===== config.mk =====
export PLATFORM = sky130hd
export DESIGN_NAME = seg7_scan_decoder
export DESIGN_NICKNAME = d
export VERILOG_FILES = /design/src/rtl/seg7_scan_decoder.sv
export SDC_FILE = /design/constraint.sdc
export NUM_CORES = 1
export LEC_CHECK = 0
export BUFFER_PORTS_ARGS = -buffer_cell sky130_fd_sc_hd__buf_2
export CAP_MARGIN = 20
export CORE_UTILIZATION = 63
export CTS_BUF_LIST = sky130_fd_sc_hd__clkbuf_4 sky130_fd_sc_hd__clkbuf_8
export DETAILED_ROUTE_END_ITERATION = 6
export PLACE_DENSITY = 0.84
export SYNTH_ARGS = -nofsm -noshare
export SYNTH_HDL_FRONTEND = slang
export SYNTH_SLANG_ARGS = --single-unit

===== constraint.sdc =====
create_clock -name clk -period 3.7 [get_ports clk]
set_input_delay 0.185 -clock clk [delete_from_list [all_inputs] [get_ports clk]]
set_output_delay 0.185 -clock clk [all_outputs]
set_load 0.05 [all_outputs]

===== src/rtl/seg7_scan_decoder.sv =====
// Receive-side 7-segment scan decoder: syncs multiplexed seg/anode lines, waits for a stable
// (seg,anode) pair, then decodes it into a per-digit hex value. Optional macro: SEG7_BLANK_DETECT_EN.
module seg7_scan_decoder #(
    parameter int NUM_DIGITS    = 4,
    parameter int STABLE_CYCLES = 8,
    localparam int IDX_W = (NUM_DIGITS > 1) ? $clog2(NUM_DIGITS) : 1,
    localparam int CNT_W = $clog2(STABLE_CYCLES + 1)
) (
    input  logic                      clk,
    input  logic                      rst_n,
    input  logic [6:0]                seg_in,
    input  logic [NUM_DIGITS-1:0]     an_in,
    input  logic                      err_clr,
    output logic [4*NUM_DIGITS-1:0]   digits_out,
    output logic [NUM_DIGITS-1:0]     digit_valid,
    output logic                      upd_pulse,
    output logic [IDX_W-1:0]          upd_idx,
    output logic                      err
);

    localparam logic [NUM_DIGITS-1:0] AN_ONE = NUM_DIGITS'(1);

    logic [6:0]              seg_s1_q, seg_s1_d, seg_s2_q, seg_s2_d, seg_prev_q, seg_prev_d;
    logic [NUM_DIGITS-1:0]   an_s1_q, an_s1_d, an_s2_q, an_s2_d, an_prev_q, an_prev_d;
    logic [CNT_W-1:0]        cnt_q, cnt_d;
    logic                    committed_q, committed_d;
    logic [4*NUM_DIGITS-1:0] digits_q, digits_d;
    logic [NUM_DIGITS-1:0]   valid_q, valid_d;
    logic                    upd_pulse_q, upd_pulse_d;
    logic [IDX_W-1:0]        upd_idx_q, upd_idx_d;
    logic                    err_q, err_d;

    logic                    changed;
    logic                    one_low;
    logic                    commit_now;
    logic                    blank;
    logic                    dec_ok;
    logic [3:0]              dec_val;
    logic [NUM_DIGITS-1:0]   sel;

    // Returns {valid, value}; only the exact encoder patterns are accepted.
    function automatic logic [4:0] decode(input logic [6:0] s);
        case (s)
            7'h7E: decode = 5'h10;
            7'h30: decode = 5'h11;
            7'h6D: decode = 5'h12;
            7'h79: decode = 5'h13;
            7'h33: decode = 5'h14;
            7'h5B: decode = 5'h15;
            7'h5F: decode = 5'h16;
            7'h70: decode = 5'h17;
            7'h7F: decode = 5'h18;
            7'h7B: decode = 5'h19;
            7'h77: decode = 5'h1A;
            7'h1F: decode = 5'h1B;
            7'h4E: decode = 5'h1C;
            7'h3D: decode = 5'h1D;
            7'h4F: decode = 5'h1E;
            7'h47: decode = 5'h1F;
            default: decode = 5'h00;
        endcase
    endfunction

    always_comb begin
        seg_s1_d   = seg_in;
        seg_s2_d   = seg_s1_q;
        seg_prev_d = seg_s2_q;
        an_s1_d    = an_in;
        an_s2_d    = an_s1_q;
        an_prev_d  = an_s2_q;

        changed = (seg_s2_q != seg_prev_q) || (an_s2_q != an_prev_q);
        sel     = ~an_s2_q;
        one_low = (sel != '0) && ((sel & (sel - AN_ONE)) == '0);
        {dec_ok, dec_val} = decode(seg_s2_q);
`ifdef SEG7_BLANK_DETECT_EN
        blank = (seg_s2_q == 7'h00);
`else
        blank = 1'b0;
`endif
        // Pattern must still match the previous sample on the commit cycle itself.
        commit_now = !changed && !committed_q && one_low &&
                     (cnt_q == CNT_W'(STABLE_CYCLES - 1));

        if (changed)
            cnt_d = '0;
        else if (cnt_q != CNT_W'(STABLE_CYCLES))
            cnt_d = cnt_q + CNT_W'(1);
        else
            cnt_d = cnt_q;

        committed_d = changed ? 1'b0 : (committed_q || commit_now);

        digits_d    = digits_q;
        valid_d     = valid_q;
        upd_pulse_d = commit_now;
        upd_idx_d   = upd_idx_q;
        err_d       = err_clr ? 1'b0 : err_q;

        for (int i = 0; i < NUM_DIGITS; i++) begin
            if (commit_now && sel[i]) begin
                upd_idx_d = IDX_W'(i);
                if (dec_ok) begin
                    digits_d[4*i +: 4] = dec_val;
                    valid_d[i]         = 1'b1;
                end else begin
                    valid_d[i] = 1'b0;
                    if (!blank)
                        err_d = 1'b1;
                end
            end
        end
    end

    always_ff @(posedge clk or negedge rst_n) begin
        if (!rst_n) begin
            seg_s1_q    <= '0;
            seg_s2_q    <= '0;
            seg_prev_q  <= '0;
            an_s1_q     <= '0;
            an_s2_q     <= '0;
            an_prev_q   <= '0;
            cnt_q       <= '0;
            committed_q <= 1'b0;
            digits_q    <= '0;
            valid_q     <= '0;
            upd_pulse_q <= 1'b0;
            upd_idx_q   <= '0;
            err_q       <= 1'b0;
        end else begin
            seg_s1_q    <= seg_s1_d;
            seg_s2_q    <= seg_s2_d;
            seg_prev_q  <= seg_prev_d;
            an_s1_q     <= an_s1_d;
            an_s2_q     <= an_s2_d;
            an_prev_q   <= an_prev_d;
            cnt_q       <= cnt_d;
            committed_q <= committed_d;
            digits_q    <= digits_d;
            valid_q     <= valid_d;
            upd_pulse_q <= upd_pulse_d;
            upd_idx_q   <= upd_idx_d;
            err_q       <= err_d;
        end
    end

    assign digits_out  = digits_q;
    assign digit_valid = valid_q;
    assign upd_pulse   = upd_pulse_q;
    assign upd_idx     = upd_idx_q;
    assign err         = err_q;

endmodule


# Word-level counts from Yosys, hierarchy flattened
# Index checks and enable logic that the tools add are counted.
[totals] reg_bits=62 input_bits=14 output_inout_bits=24 word_cells=81
[op_classes] addsub=2 n_eq_ne=20 muxes=18 n_bitwise=2 n_reduce_logical=20
[op_table] cell="7-bit == test (second input constant)" n=12
[op_table] cell="5-bit one-hot mux with 16 select lines" n=1
[op_table] cell="7-bit by 6-bit == test with 1-bit output (second input constant)" n=3
[op_table] cell="1-bit two-way mux" n=11
[op_table] cell="1-bit logical AND" n=8
[op_table] cell="2-bit two-way mux" n=4
[op_table] cell="4-bit two-way mux" n=2
[op_table] cell="2-bit AND reduction" n=4
[op_table] cell="4-bit nonzero test" n=2
[op_table] cell="7-bit by 5-bit == test with 1-bit output (second input constant)" n=1
[op_table] cell="7-bit inequality test" n=1
[op_table] cell="4-bit by 1-bit adder with 4-bit output (second input constant)" n=1
[op_table] cell="4-bit bitwise AND" n=1
[op_table] cell="4-bit by 3-bit == test with 1-bit output (second input constant)" n=1
[op_table] cell="4-bit zero test" n=1
[op_table] cell="4-bit inequality test" n=1
[op_table] cell="4-bit inequality test (second input constant)" n=1
[op_table] cell="4-bit NOT" n=1
[op_table] cell="4-bit by 1-bit subtractor with 4-bit output (second input constant)" n=1
[op_table] cell="1-bit zero test" n=2
[op_table] cell="1-bit logical OR" n=2
[op_table] cell="2-bit nonzero test" n=1

# Logic depth before layout (Yosys ltp)
# Gate-level depths: netlist of run 1.
[depth] depth_word=15 depth_mapped=7 depth_no_buf=6

# Worst setup path after synthesis of run 1
# Ideal clock, no wire load.
[synth_path] kind="register to register" startpoint="reg an_s2_q[3], in the netlist an_prev_d[3]" endpoint="reg digits_q[0], in the netlist digits_out[0]" setup_time_ps=125 arrival_ps=2153 required_time_ps=3575 path_slack_ps=1422 stages_incl_launch_ff=8 path_buffers=2 synth_period_minus_slack_ps=2278 cell_sequence="dfrtp_1 -> buf_6 -> xnor2_1 -> o211a_1 -> or4_4 -> buf_6 -> a211oi_4 -> mux2_4"
[synth_between] elab_chain_cells=9 elab_cells_between_ends=14 cone_classes="add/sub (1); eq/ne (1); bitwise (2); reduce/logical (10)"
[synth_rtl] element="start: declaration" line="24" source="logic [NUM_DIGITS-1:0] an_s1_q, an_s1_d, an_s2_q, an_s2_d, an_prev_q, an_prev_d;"
[synth_rtl] element="start signal: assignment" line="135" source="an_s2_q <= an_s2_d;"
[synth_rtl] element="4-bit NOT" line="73" source="sel = ~an_s2_q;"
[synth_rtl] element="4-bit by 1-bit subtractor with 4-bit output" line="74" source="one_low = (sel != '0) && ((sel & (sel - AN_ONE)) == '0);"
[synth_rtl] element="4-bit bitwise AND" line="74"
[synth_rtl] element="4-bit zero test" line="74"
[synth_rtl] element="1-bit logical AND" line="74"
[synth_rtl] element="1-bit logical AND * (2 in series)" line="82" source="commit_now = !changed && !committed_q && one_low &&"
[synth_rtl] element="1-bit logical AND *" line="101" source="if (commit_now && sel[i]) begin"
[synth_rtl] element="2-bit AND reduction (no line) *"
[synth_rtl] element="end signal: assignment" line="139" source="digits_q <= digits_d;"
[synth_rtl] element="end: declaration" line="27" source="logic [4*NUM_DIGITS-1:0] digits_q, digits_d;"
# Every way passes the cells marked *; elsewhere a longest branch is shown, timed or not.
# A chain may end at the register's enable or synchronous reset.

# Worst setup path after layout of run 1
[layout_path] startpoint="reg an_s2_q[3], in the netlist an_prev_d[3]" endpoint="reg digits_q[12], in the netlist digits_out[12]"
[layout_between] elab_chain_cells=9 elab_cells_between_ends=14 cone_classes="add/sub (1); eq/ne (1); bitwise (2); reduce/logical (10)"
[layout_rtl] element="4-bit NOT" line="73"
[layout_rtl] element="4-bit by 1-bit subtractor with 4-bit output" line="74"
[layout_rtl] element="4-bit bitwise AND" line="74"
[layout_rtl] element="4-bit zero test" line="74"
[layout_rtl] element="1-bit logical AND" line="74"
[layout_rtl] element="1-bit logical AND (2 in series)" line="82"
[layout_rtl] element="1-bit logical AND *" line="101"
[layout_rtl] element="2-bit AND reduction (no line) *"
# Marked as above.

==> results of run 1 <==
-- sequential cells by signal, indices dropped and copies added, names as in the netlist --
register,flops
an_prev_d,4
an_prev_q,4
an_s1_q,4
cnt_q,4
committed_q,1
digit_valid,4
digits_out,16
err,1
seg_prev_d,7
seg_prev_q,7
seg_s1_q,7
upd_idx,2
upd_pulse,1
-- metrics by stage --
step / std cells / hold slack [ns] / cell area (µm²) / worst slack (ns)
floorplan: 218 / -0.1106 / 2686 / 1.422
global placement: 295 / 0.2932 / 2870 / 1.258
detailed placement: 295 / 0.2943 / 2870 / 1.196
CTS: 322 / 0.004360 / 3203 / 1.194
global route: 322 / 0.02946 / 3203 / 1.028
finish: 322 / -0.007674 / 3203 / 1.172
-- logic make-up after synthesis --
group	after synthesis	share of synthesized area, %
xor gates and xnor gates	14	4.565
and+or+nand+nor	65	15.98
adders and majority gates	2	0.9314
DFF	62	57.76
AOI/OAI and AO/OA	36	11.04
muxes	12	4.844
buffers and inverters	27	4.890
-- cell type report --
class	instances	area, µm²	share of cell area, %
clock buffer	12	152.6	4.766
clock inverter	4	70.07	2.188
inverter	16	60.06	1.875
multi-input combinational	129	1003	31.33
sequential	62	1551	48.44
tap	50	62.56	1.953
timing repair buffer	49	302.8	9.453
-- synthesized netlist by cell type, drive strengths merged, types with 2 or more instances --
master / n / area (µm²)
a211oi: 4 / 80.08
nor2: 6 / 22.52
a21oi: 7 / 35.03
a311oi: 2 / 17.52
ha: 2 / 25.02
nand2b: 8 / 50.05
inv: 16 / 60.06
nand4b: 5 / 43.79
dfrtp: 62 / 1551
nand3: 7 / 35.03
nand2: 10 / 37.54
nor3: 2 / 15.01
nor4: 5 / 46.29
o21ai: 8 / 40.04
buf: 7 / 56.30
xnor2: 13 / 113.9
or4bb: 2 / 22.52
mux2i: 7 / 70.07
o32ai: 7 / 61.31
or2: 2 / 12.51
nand4: 4 / 25.02
nand4bb: 2 / 22.52
nor4b: 3 / 26.28
mux2: 5 / 60.05
clkbuf: 4 / 15.01
and3: 2 / 12.51
-- worst reg2reg max path, cell delays in order, from the launching register on --
cell and delay, ns:
sky130_fd_sc_hd__dfrtp_1 0.63, sky130_fd_sc_hd__xnor2_1 0.12, sky130_fd_sc_hd__o211a_1 0.25, sky130_fd_sc_hd__or4_4 0.66, sky130_fd_sc_hd__a211oi_4 0.38, sky130_fd_sc_hd__mux2_1 0.37
-- power by group through the flow --
stage                     clock (mW)  sequential, mW  combinational (mW)
after floorplan                    0           0.718              0.0533
after global placement             0           0.735              0.0626
after detailed placement           0           0.737              0.0649
after CTS                      0.662           0.724              0.0740
after global routing           0.696           0.727              0.0821
final                          0.652           0.724              0.0736
-- worst max path at each step --
stage | from | cells past startpoint | slack [ns] | end
global placement | seg_prev_d[0] | 5 | 1.26 | digits_out[12]
detailed placement | an_prev_d[1] | 5 | 1.20 | digits_out[4]
floorplan | an_prev_d[3] | 7 | 1.42 | digits_out[0]
CTS | an_prev_d[3] | 5 | 1.19 | digits_out[4]
global route | seg_prev_d[3] | 5 | 1.03 | digits_out[12]
finish | an_prev_d[3] | 5 | 1.17 | digits_out[12]
-- per-layer routing --
| metal | global-route usage, % | share of wire (%) |
|---|---|---|
| met1 | 32.88 | 44 |
| met2 | 42.75 | 49 |
| met3 | 9.122 | 4.6 |
| met4 | 11.97 | 1.9 |
| met5 | 0 | 0 |
-- placed cells by master, fill, tap and decap left out, types with 2 or more instances in the layout --
master / n
sky130_fd_sc_hd__dfrtp_1: 62
sky130_fd_sc_hd__nand4_1: 4
sky130_fd_sc_hd__inv_1: 16
sky130_fd_sc_hd__o21ai_0: 8
sky130_fd_sc_hd__nand2_1: 10
sky130_fd_sc_hd__nand2b_1: 8
sky130_fd_sc_hd__nor4b_1: 3
sky130_fd_sc_hd__and3_1: 2
sky130_fd_sc_hd__o32ai_1: 7
sky130_fd_sc_hd__clkbuf_8: 10
sky130_fd_sc_hd__a311oi_1: 2
sky130_fd_sc_hd__nand3_1: 7
sky130_fd_sc_hd__xnor2_1: 13
sky130_fd_sc_hd__a211oi_4: 4
sky130_fd_sc_hd__nor4_1: 4
sky130_fd_sc_hd__or2_2: 2
sky130_fd_sc_hd__mux2_1: 3
sky130_fd_sc_hd__mux2i_1: 7
sky130_fd_sc_hd__clkbuf_4: 2
sky130_fd_sc_hd__buf_2: 37
sky130_fd_sc_hd__or4bb_1: 2
sky130_fd_sc_hd__nand4bb_1: 2
sky130_fd_sc_hd__dlygate4sd3_1: 11
sky130_fd_sc_hd__nor2_1: 6
sky130_fd_sc_hd__ha_1: 2
sky130_fd_sc_hd__clkinv_2: 2
sky130_fd_sc_hd__bufinv_16: 2
sky130_fd_sc_hd__nand4b_1: 5
sky130_fd_sc_hd__a21oi_1: 7
-- repair_timing --
item / 4_1_cts / 5_1_grt
endpoints found under the hold margin: 11 / 0
gates resized for setup: 0 / 0
hold buffers: 11 / 0
==> results by group, run 1 <==
Outcome
  – Run status: complete, but fails checks
  – Violations in the final reports: negative hold slack

Clock tree
  – Buffers inserted during post-CTS setup optimization: 0
  – Clock Sinks: 62
  – Clock tree from TritonCTS: done
  – Max H-tree Level: 3
  – Maximum number of buffers from clock root to sink: 2
  – CTS buffer count: 9
  – Clock insertion delay at the later pin of the skew report: between 0.3 and 0.4 ns
  – Clock root buffer: sky130_fd_sc_hd__clkbuf_8
  – Clock-pin transition on the worst setup and hold timing paths: ~0.06 ns

Synth
  – Number of instances in the synthesized netlist: ~220
  – Flip-flop and latch count after synthesis: 62
  – Async set-reset flop share out of synthesis: between 90% and 100%
  – Total nets after synthesis: roughly 230
  – Avg Cell Area, Syn: around 12 µm²
  – Unique cell type count in the Yosys netlist: 48
  – Register area share after synthesis: a little under 60%
  – Top_reg_cell synth: sky130_fd_sc_hd__dfrtp_1
  – Total standard cell area after synthesis: roughly 0.0027 mm²
  – YS warnings: 0
  – Number of enable-type register cells in the synthesized netlist: 0

Floorplan
  – I/O pin cnt: 38
  – Die Y: roughly 67 µm
  – Core box area: about 0.0041 mm²
  – Total die area: between 0.004 and 0.005 mm²
  – Initial core utilization: 66.20%
  – Row Count: 23
  – Die boundary width: a little under 70 µm

Worst setup path
  – Worst r2r src: an_prev_d[3]
  – WP data required: about 4 ns
  – Critical path startpoint category: flop
  – Endpoint type of the worst setup path: flop
  – Worst Path Buf+Inv: 0
  – Length in cells of the worst reg-to-reg path: 5
  – Slowest stage cell on the critical path: sky130_fd_sc_hd__or4_4
  – Data arrival time of the worst path: 2.74 ns
  – Series of cell instances along the critical path: xnor2_1 -> o211a_1 -> or4_4 -> a211oi_4 -> mux2_1
  – Worst reg-to-reg setup slack: between 1 and 1.5 ns
  – Delay-heaviest family, CP: simple AND/OR/NAND/NOR gates
  – Highest cell delay on the worst timing path: between 0.6 and 0.7 ns
  – Path type of the worst setup path: reg -> reg
  – Capture instance of the worst register-to-register path: digits_out[12]
  – Crit path max fanout: 11

Timing
  – Worst slew margin relative to its limit: 38.56%
  – Count of final setup violators: 0
  – Post-layout min period: 2.528 ns
  – Fraction of the cycle the final worst path needs: 68.31%
  – Final TNS setup: 0 ns
  – Peak clock frequency supported by timing: 0.3956 GHz
  – Max-slew violation total from the final report: 0
  – Worst-Margin Slew: ~0.9 ns
  – Worst Clk Skew: 0.004627 ns
  – Worst hold slack: -0.007674 ns
  – Hold Vio Cnt, Final: 11
  – Setup repair after global routing missed its margin: false

GRT
  – First-pass GRT wire length: approximately 8.3 mm
  – Global-route usage over all layers: 26.77%
  – Pin count of the biggest net entering global routing: 42
  – Antenna violations before repair: 0
  – Global-route congestion overflow total: 0
  – Number of global-route vias before repair: approximately 1800

Routing
  – DR iter-0 viols: 114
  – Aggregate routed wire length: ~5.3 mm
  – Routed len/inst: about 16 µm
  – Residual antenna-violating net count after detailed routing: 0
  – Number of detailed-routing iterations run before antenna repair: 4
  – DRC errors left: 0
  – Count of vias placed by the detailed router: approximately 1900
  – Via count normalized by instance count: 5.780

Power
  – Overall power of the completed layout: between 1 and 1.5 mW
  – Power density over the cells: 452.6 mW/mm²
  – Gate power share: a little over 5%
  – Max rail drop VDD: just over 0.4 mV
  – Clk network pwr share: 45.0%
  – Cell-internal power: approximately 1.1 mW
  – Switching share of power: 21.29%
  – Net switching power figure: 308.7 µW
  – Leakage: ~1.5 nW
  – Seq pwr share: 50.0%

Final layout
  – Proportion of layout cells with a drive suffix above 1: about a quarter
  – Layout Nets: around 280
  – Number of diodes: 0
  – Final core area utilization: about 80%
  – Number of fillers in the final layout: around 240
  – Synthesis-to-finish area growth: 19.24%

Place
  – Placed wire-length estimate: ~3.6 mm
  – Port Buf Inserts: 37
  – RePlAce Congestion: between 0.8 and 0.9

Job
  – Max-cap violations: 0

Worst hold path
  – Path type of the worst min-delay path: in -> async
No activity file was read; power rests on OpenSTA's default activity.
==> run 2: changes to the inputs <==
Settings changed: ABC_AREA from default to 1, CORE_UTILIZATION 63 to 58, PLACE_DENSITY 0.84 to 0.78.
Clock period 3.7 ns to 2.4 ns, I/O delays scaled along.
==> run 2 against run 1 <==
  * Critical path depth rose by 2
  * Via count grew 6.0%
  * Clock skew rose by 0.0049 ns
  * Non-clock buffer count rose by 4
  * Worst setup slack worse by 0.76 ns
  * Flip-flop and latch count is the same
  * Highest routed layer unchanged
  * Largest power group unchanged
  * Sequential power grew 52%
  * The run now ends clean
  * First-iteration DRC count rose by 45%
==> results by group, run 2 <==
Clock tree
  – Clock Sinks: 62 (unchanged)
  – Clock root buffer: sky130_fd_sc_hd__clkbuf_8
  – Clock insertion delay at the later pin of the skew report: 0.33 ns (about the same)
  – Maximum number of buffers from clock root to sink: 2 (unchanged)
  – Clock tree from TritonCTS: done
  – CTS buffer count: 9 (unchanged)
  – Max H-tree Level: 3 (unchanged)
  – Clock-pin transition on the worst setup and hold timing paths: 0.07 ns (about the same)

Routing
  – Residual antenna-violating net count after detailed routing: 0 (unchanged)
  – Via count normalized by instance count: 5.031 (-13%)
  – Number of detailed-routing iterations run before antenna repair: 4 (unchanged)
  – DRC errors left: 0 (unchanged)
  – Aggregate routed wire length: 5.116 mm (-3.2%)
  – Count of vias placed by the detailed router: 1972 (+6.0%)
  – DR iter-0 viols: 165 (+45%)
  – Routed len/inst: 13.05 µm (-20%)

Timing
  – Hold Vio Cnt, Final: 0 (-11)
  – Post-layout min period: 1.988 ns (-0.5393 ns)
  – Worst-Margin Slew: 0.3942 ns (-0.5274 ns)
  – Fraction of the cycle the final worst path needs: 82.85% (+15 points)
  – Setup repair after global routing missed its margin: false
  – Worst setup margin: 0.4116 ns (-0.7607 ns)
  – Max-slew violation total from the final report: 0 (unchanged)
  – Final TNS setup: 0 ns (unchanged)
  – Worst Clk Skew: 0.009565 ns (+0.004939 ns)
  – Worst slew margin relative to its limit: 73.72% (+35 points)
  – Peak clock frequency supported by timing: 0.5029 GHz (+27%)
  – Count of final setup violators: 0 (unchanged)
  – Worst hold slack: 0.2492 ns (+0.2569 ns)

Synth
  – Leading cell types by total area after synthesis: sky130_fd_sc_hd__dfrtp_1, sky130_fd_sc_hd__nand2_1, sky130_fd_sc_hd__nor2_1
  – Synth Area in Compound Gates: 1.603% (-9.4 points)
  – Avg Cell Area, Syn: 9.296 µm² (-25%)
  – YS warnings: 0 (unchanged)
  – Async set-reset flop share out of synthesis: 100.0% (unchanged)
  – Post-synthesis cell type with the largest combined area: sky130_fd_sc_hd__dfrtp_1
  – Total standard cell area after synthesis: 0.002575 mm² (-4.1%)
  – Most repeated cell in the gate-level netlist after synthesis: sky130_fd_sc_hd__nand2_1
  – Unique cell type count in the Yosys netlist: 25 (-48%)
  – Flip-flop and latch count after synthesis: 62 (unchanged)
  – Proportion of netlist area held by the largest area contributor: 60.25% (+2.5 points)
  – Number of instances in the synthesized netlist: 277 (+27%)
  – Number of enable-type register cells in the synthesized netlist: 0 (unchanged)
  – Fraction of the mapped netlist area in adder cells: 0.9718% (+0.040 points)
  – Share of cell area taken by muxes after synthesis: 0% (-4.8 points)
  – Simple-Gate Fraction of Synth Area: 29.98% (+14 points)
  – Xor-xnor portion of the synthesized cell area: 2.381% (-2.2 points)
  – Commonest cells post-synth: sky130_fd_sc_hd__nand2_1, sky130_fd_sc_hd__dfrtp_1, sky130_fd_sc_hd__nor2_1
  – Register area share after synthesis: 60.25% (+2.5 points)
  – Top_reg_cell synth: sky130_fd_sc_hd__dfrtp_1
  – Total nets after synthesis: 293 (+25%)
  – Combinational family with the most area after synthesis: simple AND/OR/NAND/NOR gates

GRT
  – Pin count of the biggest net entering global routing: 28 (-33%)
  – Global-route congestion overflow total: 0 (unchanged)
  – Number of global-route vias before repair: 1816 (+2.6%)
  – Global-route usage over all layers: 25.16% (-1.6 points)
  – First-pass GRT wire length: 8.238 mm (-1.2%)
  – Antenna violations before repair: 0 (unchanged)

Worst setup path
  – Highest cell delay on the worst timing path: 0.57 ns (-0.08 ns)
  – Slowest stage cell on the critical path: sky130_fd_sc_hd__dfrtp_1
  – Data arrival time of the worst path: 2.18 ns (-0.56 ns)
  – Path type of the worst setup path: reg -> reg
  – WP data required: 2.59 ns (-1.32 ns)
  – Delay-heaviest family, CP: simple AND/OR/NAND/NOR gates
  – Worst Path Buf+Inv: 1 (+1)
  – Endpoint type of the worst setup path: flop
  – Series of cell instances along the critical path: nand2_1 -> xnor2_1 -> nor2_1 -> nand3_2 -> buf_4 -> o21ai_0 -> nand2_1
  – Worst path most repeated cell: sky130_fd_sc_hd__nand2_1
  – Critical path startpoint category: flop
  – Crit path max fanout: 7 (-4)

Floorplan
  – Die boundary width: 68.63 µm (+2.0%)
  – Total die area: 0.004710 mm² (+4.0%)
  – I/O pin cnt: 38 (unchanged)
  – Initial core utilization: 62.14% (-4.1 points)
  – Row Count: 23 (unchanged)
  – Core box area: 0.004144 mm² (+2.1%)
  – Die Y: 68.63 µm (+2.0%)

Place
  – Placed instance count: 365 (+24%)
  – Port Buf Inserts: 37 (unchanged)
  – Post-place setup slack: 0.4673 ns (-0.7286 ns)
  – Placed wire-length estimate: 3.564 mm (about the same)
  – RePlAce Congestion: 0.8961 (+6.9%)

Final layout
  – Flip-flop count of the largest register, all copies and words added: 16 (unchanged)
  – Most frequent standard cell in the layout excluding fill and tap cells: sky130_fd_sc_hd__nand2_1
  – Number of diodes: 0 (unchanged)
  – Proportion of layout cells with a drive suffix above 1: 19.88% (-4.0 points)
  – Filler-free cell count of the finished design: 392 (+22%)
  – Synthesis-to-finish area growth: 20.99%
  – Layout Nets: 355 (+25%)
  – Commonest cells after routing, fill and taps aside: sky130_fd_sc_hd__nand2_1, sky130_fd_sc_hd__dfrtp_1, sky130_fd_sc_hd__buf_2

Job
  – Max-cap violations: 0 (unchanged)

Worst hold path
  – Path type of the worst min-delay path: in -> async

Power
  – Power density over the cells: 637.6 mW/mm² (+41%)
  – Overall power of the completed layout: 1.986 mW (+37%)
  – Leakage: 1.791 nW (+23%)
  – Max rail drop VDD: 0.5270 mV (+29%)

Outcome
  – Run status: complete, no violations
## run 2: logic make-up after synthesis
family / after synthesis
AO/OA/AOI/OAI: 8
XOR/XNOR: 7
adder cells (fa/ha/maj): 2
buffers and inverters: 29
flip-flops: 62
AND/OR/NAND/NOR: 169
## run 2: worst reg2reg max path: cells and delay by family (launching register included)
kind / cells / cell delay (ns)
compound gates: 1 / 0.23
xor+xnor: 1 / 0.16
buf+inv: 1 / 0.26
flops: 1 / 0.57
simple gates: 4 / 0.64
## run 2: power by group
part,switching (mW),internal [mW]
Sequential,0.0293,1.07
Combinational,0.0653,0.0449
Clock,0.362,0.411
## run 2: metal layers
layer / wire length (µm) / global-route usage (%)
met5: 0 / 0
met4: 107 / 14.58
met3: 286 / 6.086
met2: 2438 / 38.24
met1: 2284 / 32.82
## run 2: path summary, 6_finish.rpt
check / start / endpoint / slack, ns / cells after the start
max: an_prev_d[0] / digit_valid[1] / 0.41 / 7
min: rst_n / an_prev_q[0] / 0.25 / 2
max reg2reg: an_prev_d[0] / digit_valid[1] / 0.41 / 7
min reg2reg: seg_s1_q[4] / seg_prev_d[4] / 0.35 / 0
max in group asynchronous: rst_n / seg_prev_d[3] / 1.48 / 3
min in group clk: seg_s1_q[4] / seg_prev_d[4] / 0.35 / 0
## run 2: what timing repair did
| item | CTS | global route |
|---|---|---|
| hold buffers | 13 | 0 |
| buffers inserted | 0 | 0 |
| resized for setup | 0 | 0 |
| hold endpoints to repair | 27 | 0 |
## run 2: through the flow
stage / area (µm²) / util [%]
finish: 3115 / 75.18
detailed placement: 2823 / 68.12
global route: 3115 / 75.18
global placement: 2823 / 68.12
CTS: 3115 / 75.18
floorplan: 2575 / -
## run 2: layout make-up
class / count / area (µm²)
multi-input cells: 186 / 899.6
well taps: 50 / 62.56
inverters: 27 / 101.3
flip-flops and latches: 62 / 1551
clock buffers: 12 / 152.6
clock inverters: 2 / 10.01
fillers: 326 / 1028
repair buffers: 53 / 337.8
==> run 3: changes to the inputs <==
Settings changed: CORE_UTILIZATION 58 to 53, PLACE_DENSITY 0.78 to 0.75.
Clock period 2.4 ns to 1.8 ns, I/O delays scaled along.
==> run 3 against run 2 <==
  * Hold slack gained 0.046 ns
  * Clock power up 58%
  * Combinational power is 65% higher
  * Cell count rose by 4.3%
  * Design area grew 6.7%
  * Flip-flop and latch count unchanged
  * Sequential share of layout area decreased by 2.9 points
  * Via count grew 3.7%
  * Core utilization decreased by 1.4 points
==> results by group, run 3 (same netlist as run 2, synthesis figures left out) <==
Outcome
  – Run status: complete, no violations

Final layout
  – Most frequent standard cell in the layout excluding fill and tap cells: sky130_fd_sc_hd__nand2_1
  – Proportion of layout cells with a drive suffix above 1: 28.29% (+8.4 points)
  – Number of diodes: 0 (unchanged)
  – Final core area utilization: 73.81% (-1.4 points)
  – Synthesis-to-finish area growth: 29.11%
  – Filler-free cell count of the finished design: 409 (+4.3%)
  – Flip-flop count of the largest register, all copies and words added: 16 (unchanged)
  – Layout Nets: 368 (+3.7%)
  – Commonest cells after routing, fill and taps aside: sky130_fd_sc_hd__nand2_1, sky130_fd_sc_hd__dfrtp_1, sky130_fd_sc_hd__buf_2

Power
  – Clk network pwr share: 42.7% (+3.8 points)
  – Net switching power figure: 695.6 µW (+52%)
  – Gate power share: 6.3% (+0.7 points)
  – Seq pwr share: 51.0% (-4.5 points)
  – Leakage: 1.880 nW (+5.0%)
  – Switching share of power: 24.24% (+1.2 points)
  – Cell-internal power: 2.174 mW (+42%)
  – Max rail drop VDD: 0.8245 mV (+56%)
  – Power density over the cells: 863.2 mW/mm² (+35%)

Worst setup path
  – Length in cells of the worst reg-to-reg path: 11 (+4)
  – Critical path startpoint category: flop
  – Worst r2r src: cnt_q[1]
  – Crit path max fanout: 7 (unchanged)
  – WP data required: 2.03 ns (-0.56 ns)
  – Highest cell delay on the worst timing path: 0.40 ns (-0.17 ns)
  – Series of cell instances along the critical path: ha_2 -> nand2_1 -> nor2_1 -> nand3_1 -> nor2_2 -> nand3_2 -> buf_12 -> nor2_8 -> nand2_4 -> nand2_2 -> nand2_1
  – Crit path from: cnt_q[1]
  – Endpoint type of the worst setup path: flop
  – Worst reg-to-reg setup slack: 0.07 ns (-0.35 ns)
  – Slowest stage cell on the critical path: sky130_fd_sc_hd__dfrtp_1
  – Data arrival time of the worst path: 1.96 ns (-0.22 ns)
  – Path type of the worst setup path: reg -> reg
  – Worst path most repeated cell: sky130_fd_sc_hd__nand2_1
  – Capture instance of the worst register-to-register path: digits_out[13]

Timing
  – Final TNS setup: 0 ns (unchanged)
  – Worst Clk Skew: 0.01117 ns (+0.001602 ns)
  – Worst-Margin Slew: 0.6043 ns (+0.2101 ns)
  – Peak clock frequency supported by timing: 0.5766 GHz (+15%)
  – Count of final setup violators: 0 (unchanged)
  – Setup repair after global routing missed its margin: true
  – Max-slew violation total from the final report: 0 (unchanged)
  – Hold Vio Cnt, Final: 0 (unchanged)
  – Post-layout min period: 1.734 ns (-0.2542 ns)
  – Worst slew margin relative to its limit: 59.71% (-14 points)
  – Fraction of the cycle the final worst path needs: 96.34% (+13 points)

Clock tree
  – Maximum number of buffers from clock root to sink: 2 (unchanged)
  – Clock root buffer: sky130_fd_sc_hd__clkbuf_8
  – Clock tree from TritonCTS: done
  – CTS buffer count: 9 (unchanged)
  – Max H-tree Level: 3 (unchanged)
  – Clock-pin transition on the worst setup and hold timing paths: 0.07 ns (about the same)
  – Clock insertion delay at the later pin of the skew report: 0.34 ns (about the same)
  – Clock Sinks: 62 (unchanged)

Floorplan
  – Row Count: 24 (+4.3%)
  – Total die area: 0.005141 mm² (+9.1%)
  – I/O pin cnt: 38 (unchanged)
  – Core box area: 0.004504 mm² (+8.7%)
  – Die Y: 71.70 µm (+4.5%)
  – Die boundary width: 71.70 µm (+4.5%)
  – Initial core utilization: 57.17% (-5.0 points)

Routing
  – Aggregate routed wire length: 5.346 mm (+4.5%)
  – Residual antenna-violating net count after detailed routing: 0 (unchanged)
  – Count of vias placed by the detailed router: 2045 (+3.7%)
  – DRC errors left: 0 (unchanged)
  – Number of detailed-routing iterations run before antenna repair: 6 (+2)
  – DR iter-0 viols: 95 (-42%)
  – Via count normalized by instance count: 5.000 (-0.61%)
  – Routed len/inst: 13.07 µm (+0.15%)

Place
  – Placed wire-length estimate: 3.282 mm (-7.9%)
  – Placed instance count: 373 (+2.2%)
  – RePlAce Congestion: 0.9397 (+4.9%)
  – Port Buf Inserts: 37 (unchanged)

GRT
  – Pin count of the biggest net entering global routing: 28 (unchanged)
  – Number of global-route vias before repair: 1880 (+3.5%)
  – Global-route usage over all layers: 22.32% (-2.8 points)
  – First-pass GRT wire length: 8.390 mm (+1.8%)
  – Antenna violations before repair: 0 (unchanged)
  – Global-route congestion overflow total: 0 (unchanged)

Job
  – Max-cap violations: 0 (unchanged)

Worst hold path
  – Path type of the worst min-delay path: in -> async
[run 3: changes by cell type in the layout (fill, tap and decap cells not counted), moves of 2 or more]
cell	change
sky130_fd_sc_hd__nor2_1	-2
sky130_fd_sc_hd__dfrtp_1	-6
sky130_fd_sc_hd__clkinv_4	+3
sky130_fd_sc_hd__buf_4	+10
sky130_fd_sc_hd__nor2_2	+2
sky130_fd_sc_hd__inv_2	+2
sky130_fd_sc_hd__dfrtp_2	+6
sky130_fd_sc_hd__buf_12	+2
sky130_fd_sc_hd__inv_1	-2
sky130_fd_sc_hd__nand2_1	-6
sky130_fd_sc_hd__nand2_2	+6
[run 3: what timing repair did]
item / CTS / global route
endpoints found under the setup margin: 8 / 22
setup buffers: 0 / 7
resized for setup: 2 / 18
pin swaps: 0 / 5
cloned: 0 / 0
hold endpoints to repair: 35 / 0
hold buffers: 13 / 0
[run 3: cell type report]
cell class | instances | area, µm²
repair buffers | 66 | 464.2
clock inverters | 6 | 70.07
fillers | 294 | 1180
flip-flops and latches | 62 | 1559
well taps | 52 | 65.06
inverters | 27 | 101.3
clock buffers | 10 | 131.4
multi-input cells | 186 | 933.4
[run 3: power groups by stage]
stage,Sequential (mW),Clock [mW],Combinational (mW)
2_1_floorplan,1.49,0,0.0708
3_5_place_dp,1.49,0,0.141
5_1_grt,1.47,1.31,0.202
4_1_cts,1.46,1.24,0.165
3_3_place_gp,1.49,0,0.139
6_report,1.46,1.22,0.181
[run 3: routing by layer]
metal  global-route usage, %  routed length (µm)  vias up
li1                        -                   -     1012
met1                   28.18                2282      963
met2                   35.53                2704       62
met3                   8.017                 283        8
met4                   8.497                  76        0
met5                       0                   0        -
[run 3: worst max-delay path by stage]
stage          cells past startpoint              to  slack (ns)
2_1_floorplan                     11  digits_out[12]        0.24
5_1_grt                            9  digit_valid[2]       -0.05
6_report                          11  digits_out[13]        0.07
3_5_place_dp                      10   digits_out[8]        0.03
3_3_place_gp                      10  digits_out[15]        0.04
4_1_cts                           11  digits_out[12]        0.03
[run 3: critical path: cells and delay by family (launching register included)]
| kind | cells | cell delay, ns |
|---|---|---|
| flops | 1 | 0.40 |
| fa+ha+maj | 1 | 0.21 |
| buf+inv | 1 | 0.19 |
| simple gates | 9 | 0.83 |
[run 3: per-stage QoR]
stage | total power [mW] | setup slack, ns | cell area (µm²) | hold slack, ns
detailed placement | 1.629 | 0.02968 | 2895 | 0.1269
CTS | 2.871 | 0.03126 | 3232 | 0.2986
global placement | 1.626 | 0.04499 | 2895 | 0.1174
finish | 2.870 | 0.06583 | 3324 | 0.2953
floorplan | 1.556 | 0.2418 | 2575 | -0.2056
global route | 2.976 | -0.05376 | 3324 | 0.3243
